## config.mk

```make
export PLATFORM = sky130hd
export DESIGN_NAME = adder_operand_stage
export DESIGN_NICKNAME = d
export VERILOG_FILES = /design/src/rtl/adder_operand_stage.sv
export SDC_FILE = /design/constraint.sdc
export NUM_CORES = 1
export LEC_CHECK = 0
export BUFFER_PORTS_ARGS = -buffer_cell sky130_fd_sc_hd__buf_2
export CELL_PAD_IN_SITES_DETAIL_PLACEMENT = 1
export CELL_PAD_IN_SITES_GLOBAL_PLACEMENT = 1
export CORE_MARGIN = 2
export CORE_UTILIZATION = 25
export CTS_BUF_LIST = sky130_fd_sc_hd__clkbuf_2 sky130_fd_sc_hd__clkbuf_4 sky130_fd_sc_hd__clkbuf_8
export DETAILED_ROUTE_END_ITERATION = 6
export MAX_ROUTING_LAYER = met4
export PLACE_DENSITY_LB_ADDON = 0.15
export SYNTH_ARGS = -nofsm -noshare
export SYNTH_HDL_FRONTEND = slang
export SYNTH_SLANG_ARGS = --single-unit
```

## constraint.sdc

```tcl
create_clock -name clk -period 5 [get_ports clk]
set_clock_uncertainty 0.05 [all_clocks]
set_input_delay 0.75 -clock clk [delete_from_list [all_inputs] [get_ports clk]]
set_output_delay 0.75 -clock clk [all_outputs]
set_load 0.02 [all_outputs]
```

## src/rtl/adder_operand_stage.sv

```systemverilog
// Operand stage feeding the 32-bit carry-lookahead adder.
// Captures decoded operands, applies writeback forwarding, immediate
// extension and add/sub conditioning, then presents the result through a
// 2-entry skid buffer (head register drives the outputs, skid holds one more).
//
// Ports:
//   clk, rst          clock and synchronous active-high reset
//   flush             discard all buffered entries (and any same-cycle accept)
//   in_valid/in_ready upstream handshake; in_ready depends on state only
//   in_rs*_idx/data   source register indices and register file read data
//   in_imm            immediate field, extended per in_sign_ext when in_use_imm
//   in_sub            1: subtract (roperand inverted, cin=1)
//   fwd_valid/idx/data writeback forwarding port, applied at capture only
//   out_valid/out_ready downstream handshake
//   out_loperand/out_roperand/out_cin  adder operands, consumed unmodified
module adder_operand_stage #(
  parameter int unsigned WIDTH     = 32,
  parameter int unsigned IMM_WIDTH = 16,
  parameter int unsigned IDX_WIDTH = 5
) (
  input  logic                 clk,
  input  logic                 rst,
  input  logic                 flush,
  input  logic                 in_valid,
  output logic                 in_ready,
  input  logic [IDX_WIDTH-1:0] in_rs1_idx,
  input  logic [IDX_WIDTH-1:0] in_rs2_idx,
  input  logic [WIDTH-1:0]     in_rs1_data,
  input  logic [WIDTH-1:0]     in_rs2_data,
  input  logic [IMM_WIDTH-1:0] in_imm,
  input  logic                 in_use_imm,
  input  logic                 in_sign_ext,
  input  logic                 in_sub,
  input  logic                 fwd_valid,
  input  logic [IDX_WIDTH-1:0] fwd_idx,
  input  logic [WIDTH-1:0]     fwd_data,
  output logic                 out_valid,
  input  logic                 out_ready,
  output logic [WIDTH-1:0]     out_loperand,
  output logic [WIDTH-1:0]     out_roperand,
  output logic                 out_cin
);

  localparam int unsigned EXT_WIDTH = WIDTH - IMM_WIDTH;

  typedef enum logic [1:0] {
    EMPTY = 2'd0,
    ONE   = 2'd1,
    FULL  = 2'd2
  } state_t;

  state_t state;

  logic [WIDTH-1:0] skid_loperand;
  logic [WIDTH-1:0] skid_roperand;
  logic             skid_cin;

  logic [WIDTH-1:0] cap_a;
  logic [WIDTH-1:0] cap_b_reg;
  logic [WIDTH-1:0] cap_imm;
  logic [WIDTH-1:0] cap_b;
  logic [WIDTH-1:0] cap_roperand;
  logic             cap_cin;
  logic             accept;
  logic             emit;

  // Handshake status is a pure decode of the registered state.
  assign in_ready  = (state != FULL);
  assign out_valid = (state != EMPTY);
  assign accept    = in_valid & in_ready;
  assign emit      = out_valid & out_ready;

  // Capture-time operand formation: forwarding, immediate extension, sub conditioning.
  always_comb begin
    cap_a        = in_rs1_data;
    cap_b_reg    = in_rs2_data;
    cap_imm      = {{EXT_WIDTH{in_sign_ext & in_imm[IMM_WIDTH-1]}}, in_imm};
    cap_b        = cap_b_reg;
    cap_roperand = '0;
    cap_cin      = 1'b0;

    // Register 0 is hardwired, so a writeback targeting it is never forwarded.
    if (fwd_valid && (fwd_idx == in_rs1_idx) && (in_rs1_idx != '0)) begin
      cap_a = fwd_data;
    end
    if (fwd_valid && (fwd_idx == in_rs2_idx) && (in_rs2_idx != '0)) begin
      cap_b_reg = fwd_data;
    end

    cap_b        = in_use_imm ? cap_imm : cap_b_reg;
    cap_roperand = in_sub ? ~cap_b : cap_b;
    cap_cin      = in_sub;
  end

  // Skid-buffer control and storage; head register is the output register.
  always_ff @(posedge clk) begin
    if (rst) begin
      state         <= EMPTY;
      out_loperand  <= '0;
      out_roperand  <= '0;
      out_cin       <= 1'b0;
      skid_loperand <= '0;
      skid_roperand <= '0;
      skid_cin      <= 1'b0;
    end else if (flush) begin
      // Head data is left in place; out_valid=0 marks it as not to be sampled.
      state <= EMPTY;
    end else begin
      case (state)
        EMPTY: begin
          if (accept) begin
            out_loperand <= cap_a;
            out_roperand <= cap_roperand;
            out_cin      <= cap_cin;
            state        <= ONE;
          end
        end
        ONE: begin
          if (accept && emit) begin
            out_loperand <= cap_a;
            out_roperand <= cap_roperand;
            out_cin      <= cap_cin;
            state        <= ONE;
          end else if (accept) begin
            skid_loperand <= cap_a;
            skid_roperand <= cap_roperand;
            skid_cin      <= cap_cin;
            state         <= FULL;
          end else if (emit) begin
            state <= EMPTY;
          end
        end
        FULL: begin
          if (emit) begin
            out_loperand  <= skid_loperand;
            out_roperand  <= skid_roperand;
            out_cin       <= skid_cin;
            skid_loperand <= '0;
            skid_roperand <= '0;
            skid_cin      <= 1'b0;
            state         <= ONE;
          end
        end
        default: begin
          state <= EMPTY;
        end
      endcase
    end
  end

endmodule

```

==> metrics.md, run 1 <==
| Metric | Value |
|---|---|
| Status | `finished, final reports clean` |
| Initial core utilization | `25.4%` |
| Worst setup EP type | `output port` |
| Drt via density | `5.17` |
| Top Layer Used | `met4` |
| Ratio of final minimum period to clock period | `59.6%` |
| Cell Area, Synth | `7300 sq um` |
| Area of the multi-input gates | `4250 sq um` |
| Register area | `2640 sq um` |
| Total placed cells including tap cells | `roughly 1400` |
| Hold WC Path Type | `flop to flop` |
| HPWL after DPL | `21.1 mm` |
| CTS Hold Bufs | `0` |
| Core Area | `28700 sq um` |
| FF+latch count, synth | `132` |
| Ys flop type | `dfxtp_1` |
| Via count | `~7400` |
| Die W | `175 um` |
| Most frequent cells in the layout | `buf_2, dfxtp_1, nand2_1, nor2_1, mux2i_1` |
| Post-CTS Setup Bufs | `0` |
| All-Layer GR Usage | `between 20 and 25%` |
| Peak supply drop | `128 uV` |
| Vias in the first global route | `between 7000 and 8000` |
| Post-Syn Instances | `between 800 and 900` |
| Starting DRT DRC Count | `359` |
| Die Height | `about 170 um` |
| Largest net degree at the start of global routing | `53` |
| Initial antenna violation count | `4` |
| Final Max Tran Viols | `0` |
| Dpl ws | `around 1.6 ns` |
| Critical Path AT | `2.18 ns` |
| Fmax | `roughly 340 MHz` |
| Final TNS setup | `0 ns` |
| H-tree lvl count | `4` |
| CTS Buf Count | `17` |
| Crit path max fanout | `43` |
| Root Driver | `clkbuf_8` |
| RSZ-0062 raised after global routing | `false` |
| FFs w/ async S/R, synth | `0%` |
| Full die area | `between 30000 and 40000 sq um` |
| Slew margin rel. | `28.2%` |
| Final Util | `31.1%` |
| Syn nets | `1008` |
| Fill cells | `between 3000 and 4000` |
| Design area | `8920 sq um` |
| Met2 routed WL | `about 14 mm` |
| WL met1 | `about 14 mm` |
| Final hold violation count | `0` |
| Max cap viols | `0` |
| Detailed-route wire length | `30.3 mm` |
| Pwr/cell area | `280 nW/um^2` |
| # resized after CTS | `0` |
| Startpoint types | `flop` |
| GPL Wtd Cong | `0.807` |
| Final Power | `2.50 mW` |
| Clock Pin Slew Worst Setup and Hold Paths | `around 0.08 ns` |
| Boundary Pins | `approximately 200` |
| Netlist cell types | `54` |
| Commonest non-fill, non-tap cell in the layout | `buf_2` |
| Sequential share of the synthesized area | `36.2%` |
| Grt total ovfl | `0` |
| Final Setup Violations | `0` |
| Worst slew pin tran | `1.07 ns` |
| Post-layout min period | `2.98 ns` |
| CTS tree | `done` |
| Routed wl met3 | `1.52 mm` |
| Rows | `between 60 and 70` |
| Post-DR wirelength/cell | `21.3 um` |
| Leak Pwr | `3.72 nW` |
| Clk buf depth | `2` |
| Setup ws final | `2.02 ns` |
| Clock Latency Late Sink | `0.45 ns` |
| DRT antenna net count | `0` |
| # port buffers | `202` |
| Fraction of layout cells with a size suffix above 1 | `30.1%` |
| First-pass GRT wire length | `46.4 mm` |
| Hold slack | `just under 0.4 ns` |
| Area grow syn2layout | `22.2%` |
| Drt first pass iters | `4` |
| Synth warn | `0` |
| Type of the worst setup path | `flop to output port` |
| # DRC | `0` |
| Avg Cell Area, Syn | `8.37 sq um` |
| Worst EP required | `approximately 4.2 ns` |
| Post-DP Area | `8530 sq um` |
| EDFF count, synth | `0` |
| CTS Sinks | `132` |
| Layout Nets | `1158` |
| Post-route insts no fill | `between 1000 and 1500` |
==> worst paths after layout <==
check / from / endpoint / slack [ns] / cells past startpoint
hold reg to reg: skid_roperand[23] / skid_roperand[23] / 0.40 / 2
hold / removal: skid_roperand[23] / skid_roperand[23] / 0.40 / 2
setup reg to reg: state[0] / skid_roperand[14] / 2.05 / 7
setup / recovery: state[0] / in_ready / 2.02 / 4
==> power breakdown <==
part	internal (mW)	leakage (nW)	total [mW]	switching (mW)
sequential	1.09	1.07	1.12	0.0247
combinational	0.164	2.46	0.463	0.298
clock	0.444	0.188	0.917	0.472
==> cell families after synthesis <==
logic type | Yosys count | synth area share (%)
muxes | 71 | 10.1
DFF | 132 | 36.2
buffers and inverters | 92 | 5.93
AOI/OAI and AO/OA | 263 | 25.9
xor gates and xnor gates | 24 | 2.88
and+or+nand+nor | 290 | 19.0
==> cells in the mapped netlist, types with 5 or more instances <==
cell,n,area share [%]
dfxtp_1,132,36
nand2_1,97,5.0
nor2_1,64,3.3
clkbuf_1,53,2.7
mux2i_1,48,6.6
nand3_1,44,3.0
o21ai_0,42,2.9
a21oi_1,35,2.4
xnor2_1,23,2.8
a22oi_1,22,2.3
mux2_2,22,3.4
buf_2,19,1.3
or3_1,18,1.5
a31oi_1,17,1.5
and3_1,17,1.5
nor2b_1,17,1.5
nor3_1,17,1.2
a211oi_1,16,1.6
a311oi_1,16,1.9
a32oi_1,16,1.9
a41o_1,16,2.2
o211ai_1,16,1.6
o22ai_1,15,1.3
o21ai_1,12,0.82
a211oi_2,10,1.7
a31o_2,10,1.2
o31a_1,10,1.2
buf_4,7,0.72
buf_1,6,0.31
buf_6,5,0.77
==> flip-flops by register name, indices dropped and copies added, names as in the netlist <==
signal / count
out_loperand: 32
out_roperand: 32
skid_loperand: 32
skid_roperand: 32
state: 2
out_cin: 1
skid_cin: 1
==> metal layers <==
layer  vias up  global-route usage, %
li1       3523                      -
met1      3606                   26.9
met2       206                   32.0
met3        19                   4.05
met4         0                   4.72
met5         -                      -
==> worst max-delay path, stage by stage, from the launching register on <==
cell and delay (ns):
dfxtp_1 0.44, and2b_4 0.31, inv_2 0.14, buf_4 0.53
buf_2 0.29
==> layout make-up <==
| class | count | share of cell area [%] |
|---|---|---|
| Antenna cell | 4 | 0.112 |
| Clock buffer | 18 | 2.71 |
| Clock inverter | 13 | 1.54 |
| Inverter | 2 | 0.0842 |
| Multi-Input combinational cell | 648 | 47.6 |
| Sequential cell | 132 | 29.6 |
| Tap cell | 384 | 5.39 |
| Timing Repair Buffer | 221 | 12.9 |
(Power assumes the default switching activity.)
==> run 2: changes to the inputs <==
- ABC_AREA: not set -> 1
- clock period: 5 -> 3.05 ns (I/O delays scaled with it)
==> run 2 against run 1 <==
Effect of this change: wire length is 6.2% lower; clock-buffer cell count is 1 higher; cell count is 1.9% higher; die area is 9.1% lower; via count is 1.2% lower; power is 70% higher; critical path type unchanged; critical endpoint unchanged; highest routed layer unchanged.
==> metrics.md, run 2 <==
| Metric | Value |
|---|---|
| Hold slack | `0.154 ns` |
| Drt via density | `between 5 and 6` |
| Final hold violation count | `0` |
| Post-Syn Instances | `951` |
| Synth top area cells | `dfxtp_1, a21oi_1, nand2_1` |
| CTS tree | `done` |
| Synth warn | `0` |
| Critical Path Max Stage Delay | `approximately 0.64 ns` |
| Type of the worst setup path | `flop to output port` |
| CP bufs+invs | `4` |
| Rows | `59` |
| Cell Area, Synth | `6620 sq um` |
| Critical Path AT | `roughly 2.2 ns` |
| Netlist cell types | `28` |
| Final Setup Violations | `0` |
| Worst r2r src | `state[1]` |
| CTS Buf Count | `17` |
| Setup ws final | `0.352 ns` |
| Design area | `8270 sq um` |
| Area grow syn2layout | `24.9%` |
| GPL Wtd Cong | `0.782` |
| N_diodes | `0` |
| Post-DP Area | `7870 sq um` |
| Post-layout min period | `about 2.7 ns` |
| CTS Hold Bufs | `0` |
| Pwr/cell area | `514 nW/um^2` |
| Via count | `7268` |
| Most frequent cells in the layout | `buf_2, a21oi_1, nand2_1, dfxtp_1, o21ai_0` |
| DRT antenna net count | `0` |
| EDFF count, synth | `0` |
| Post-synth top cells | `a21oi_1, nand2_1, dfxtp_1, o21ai_0, nand3_1` |
| Layout Nets | `around 1200` |
| Grt total ovfl | `0` |
| Final TNS setup | `0 ns` |
| Avg Cell Area, Syn | `6.96 sq um` |
| Root Driver | `clkbuf_8` |
| R2R setup slack | `between 0.5 and 0.6 ns` |
| Core Area | `26100 sq um` |
| Worst setup EP type | `output port` |
| Clock Latency Late Sink | `0.45 ns` |
| Syn nets | `approximately 1100` |
| Clk buf depth | `2` |
| Clock Pin Slew Worst Setup and Hold Paths | `0.09 ns` |
| RSZ-0062 raised after global routing | `false` |
| Largest net degree at the start of global routing | `106` |
| Hold WC Path Type | `input pin to flop` |
| CP max-delay cell | `buf_4` |
| CTS Sinks | `approximately 130` |
| Starting DRT DRC Count | `roughly 470` |
| Leak Pwr | `3.97 nW` |
| # resized after CTS | `0` |
| Dpl ws | `0.588 ns` |
| Status | `finished, final reports clean` |
| Ys flop type | `dfxtp_1` |
| Detailed-route wire length | `28.4 mm` |
| FFs w/ async S/R, synth | `0%` |
| Post-route insts no fill | `approximately 1400` |
| Worst Reg-to-Reg Cells | `10` |
| Initial antenna violation count | `0` |
| Post-synth top area share | `39.9%` |
| All-Layer GR Usage | `20.8%` |
| Final Max Tran Viols | `0` |
| Startpoint types | `flop` |
| Post-synth top area cell | `dfxtp_1` |
| Fraction of layout cells with a size suffix above 1 | `25.1%` |
| Crit. Startpoint | `state[1]` |
| Worst slew pin tran | `approximately 0.88 ns` |
| Commonest non-fill, non-tap cell in the layout | `buf_2` |
| CP top delay family | `buffers and inverters` |
| Sequential share of the synthesized area | `approximately 40%` |
| Critical path cell sequence | `inv_2, nor2_4, inv_2, buf_4, buf_2` |
| Final Power | `4.25 mW` |
| Worst EP required | `approximately 2.5 ns` |
| HPWL after DPL | `roughly 20 mm` |
| First-pass GRT wire length | `43.5 mm` |
| Slew margin rel. | `41.4%` |
| Fmax | `371 MHz` |
| Crit path max fanout | `52` |
| Count leader, synth | `a21oi_1` |
| Drt first pass iters | `5` |
| Hold path start | `in_valid` |
| Post-CTS Setup Bufs | `0` |
| Most used cell along the critical path | `inv_2` |
| Ratio of final minimum period to clock period | `88.5%` |
| Vias in the first global route | `7219` |
| Die W | `167 um` |
| Full die area | `around 28000 sq um` |
| Die Height | `167 um` |
| Total placed cells including tap cells | `1417` |
| # port buffers | `202` |
| Peak supply drop | `about 250 uV` |
| WHS Endpoint | `state[0]` |
| # DRC | `0` |
| Max cap viols | `0` |
| Post-DR wirelength/cell | `a little under 20 um` |
| H-tree lvl count | `4` |
| FF+latch count, synth | `132` |
| RR Endpoint | `out_roperand[2]` |
| Initial core utilization | `about a quarter` |
| Final Util | `31.7%` |
| Hold Path Depth | `2` |
| Boundary Pins | `203` |
==> run 2: changes by cell type in the layout (fill, tap and decap cells not counted), moves of 18 or more <==
cell     delta
o21ai_0    +58
xnor2_1    -23
inv_1      +50
o21ai_1    +23
a21oi_1   +158
nand3_1    +53
mux2_2     -22
nand2_1    +49
or3_1      -18
a22oi_1    -22
nor2_1     -58
mux2i_1    -48
nand4_1    +32
==> run 2: cell families after synthesis <==
group | after synthesis | share of synthesized area, %
flip-flops | 132 | 39.9
XOR/XNOR | 3 | 0.397
AND/OR/NAND/NOR | 306 | 21.4
AO/OA/AOI/OAI | 367 | 29.3
buffers and inverters | 143 | 8.95
==> run 2: area by class of cell <==
| type | count | area [sq um] |
|---|---|---|
| Sequential cell | 132 | 2640 |
| Multi-Input combinational cell | 676 | 3410 |
| Tap cell | 335 | 419 |
| Fill cell | 3283 | 17800 |
| Timing Repair Buffer | 219 | 1190 |
| Clock buffer | 19 | 255 |
| Clock inverter | 13 | 149 |
| Inverter | 55 | 208 |
==> run 2: worst reg2reg max path, cell delays in order (launching register included) <==
cell     delay, ns
dfxtp_1       0.36
inv_2         0.08
nor2_4        0.04
inv_2         0.31
o21ai_1       0.18
nor2_1        0.20
nor3_4        0.06
inv_2         0.53
buf_12        0.32
a21oi_1       0.10
a21oi_1       0.17
==> run 2: how the worst max path moves through the flow <==
| stage | end | depth (start not counted) |
|---|---|---|
| finish | in_ready | 5 |
| global route | in_ready | 5 |
| CTS | in_ready | 5 |
| detailed placement | out_roperand[28] | 10 |
| global placement | out_roperand[27] | 10 |
| floorplan | out_loperand[0] | 7 |
==> run 2: routing by layer <==
metal / routed length (um) / vias up / track usage (%) / part of all wire (%)
met5: 0 / - / - / 0
met4: 417 / 0 / 4.95 / 1.5
met3: 1160 / 24 / 3.73 / 4.1
met2: 13700 / 152 / 33.7 / 48
met1: 13200 / 3478 / 27.0 / 46
li1: - / 3614 / - / -
==> run 2: where the power goes <==
part / total, mW / internal (mW) / leakage, nW / switching, mW
Clock: 1.55 / 0.769 / 0.197 / 0.780
Sequential: 1.89 / 1.83 / 1.08 / 0.0610
Combinational: 0.812 / 0.281 / 2.69 / 0.531
Total: 4.25 / 2.88 / 3.97 / 1.37
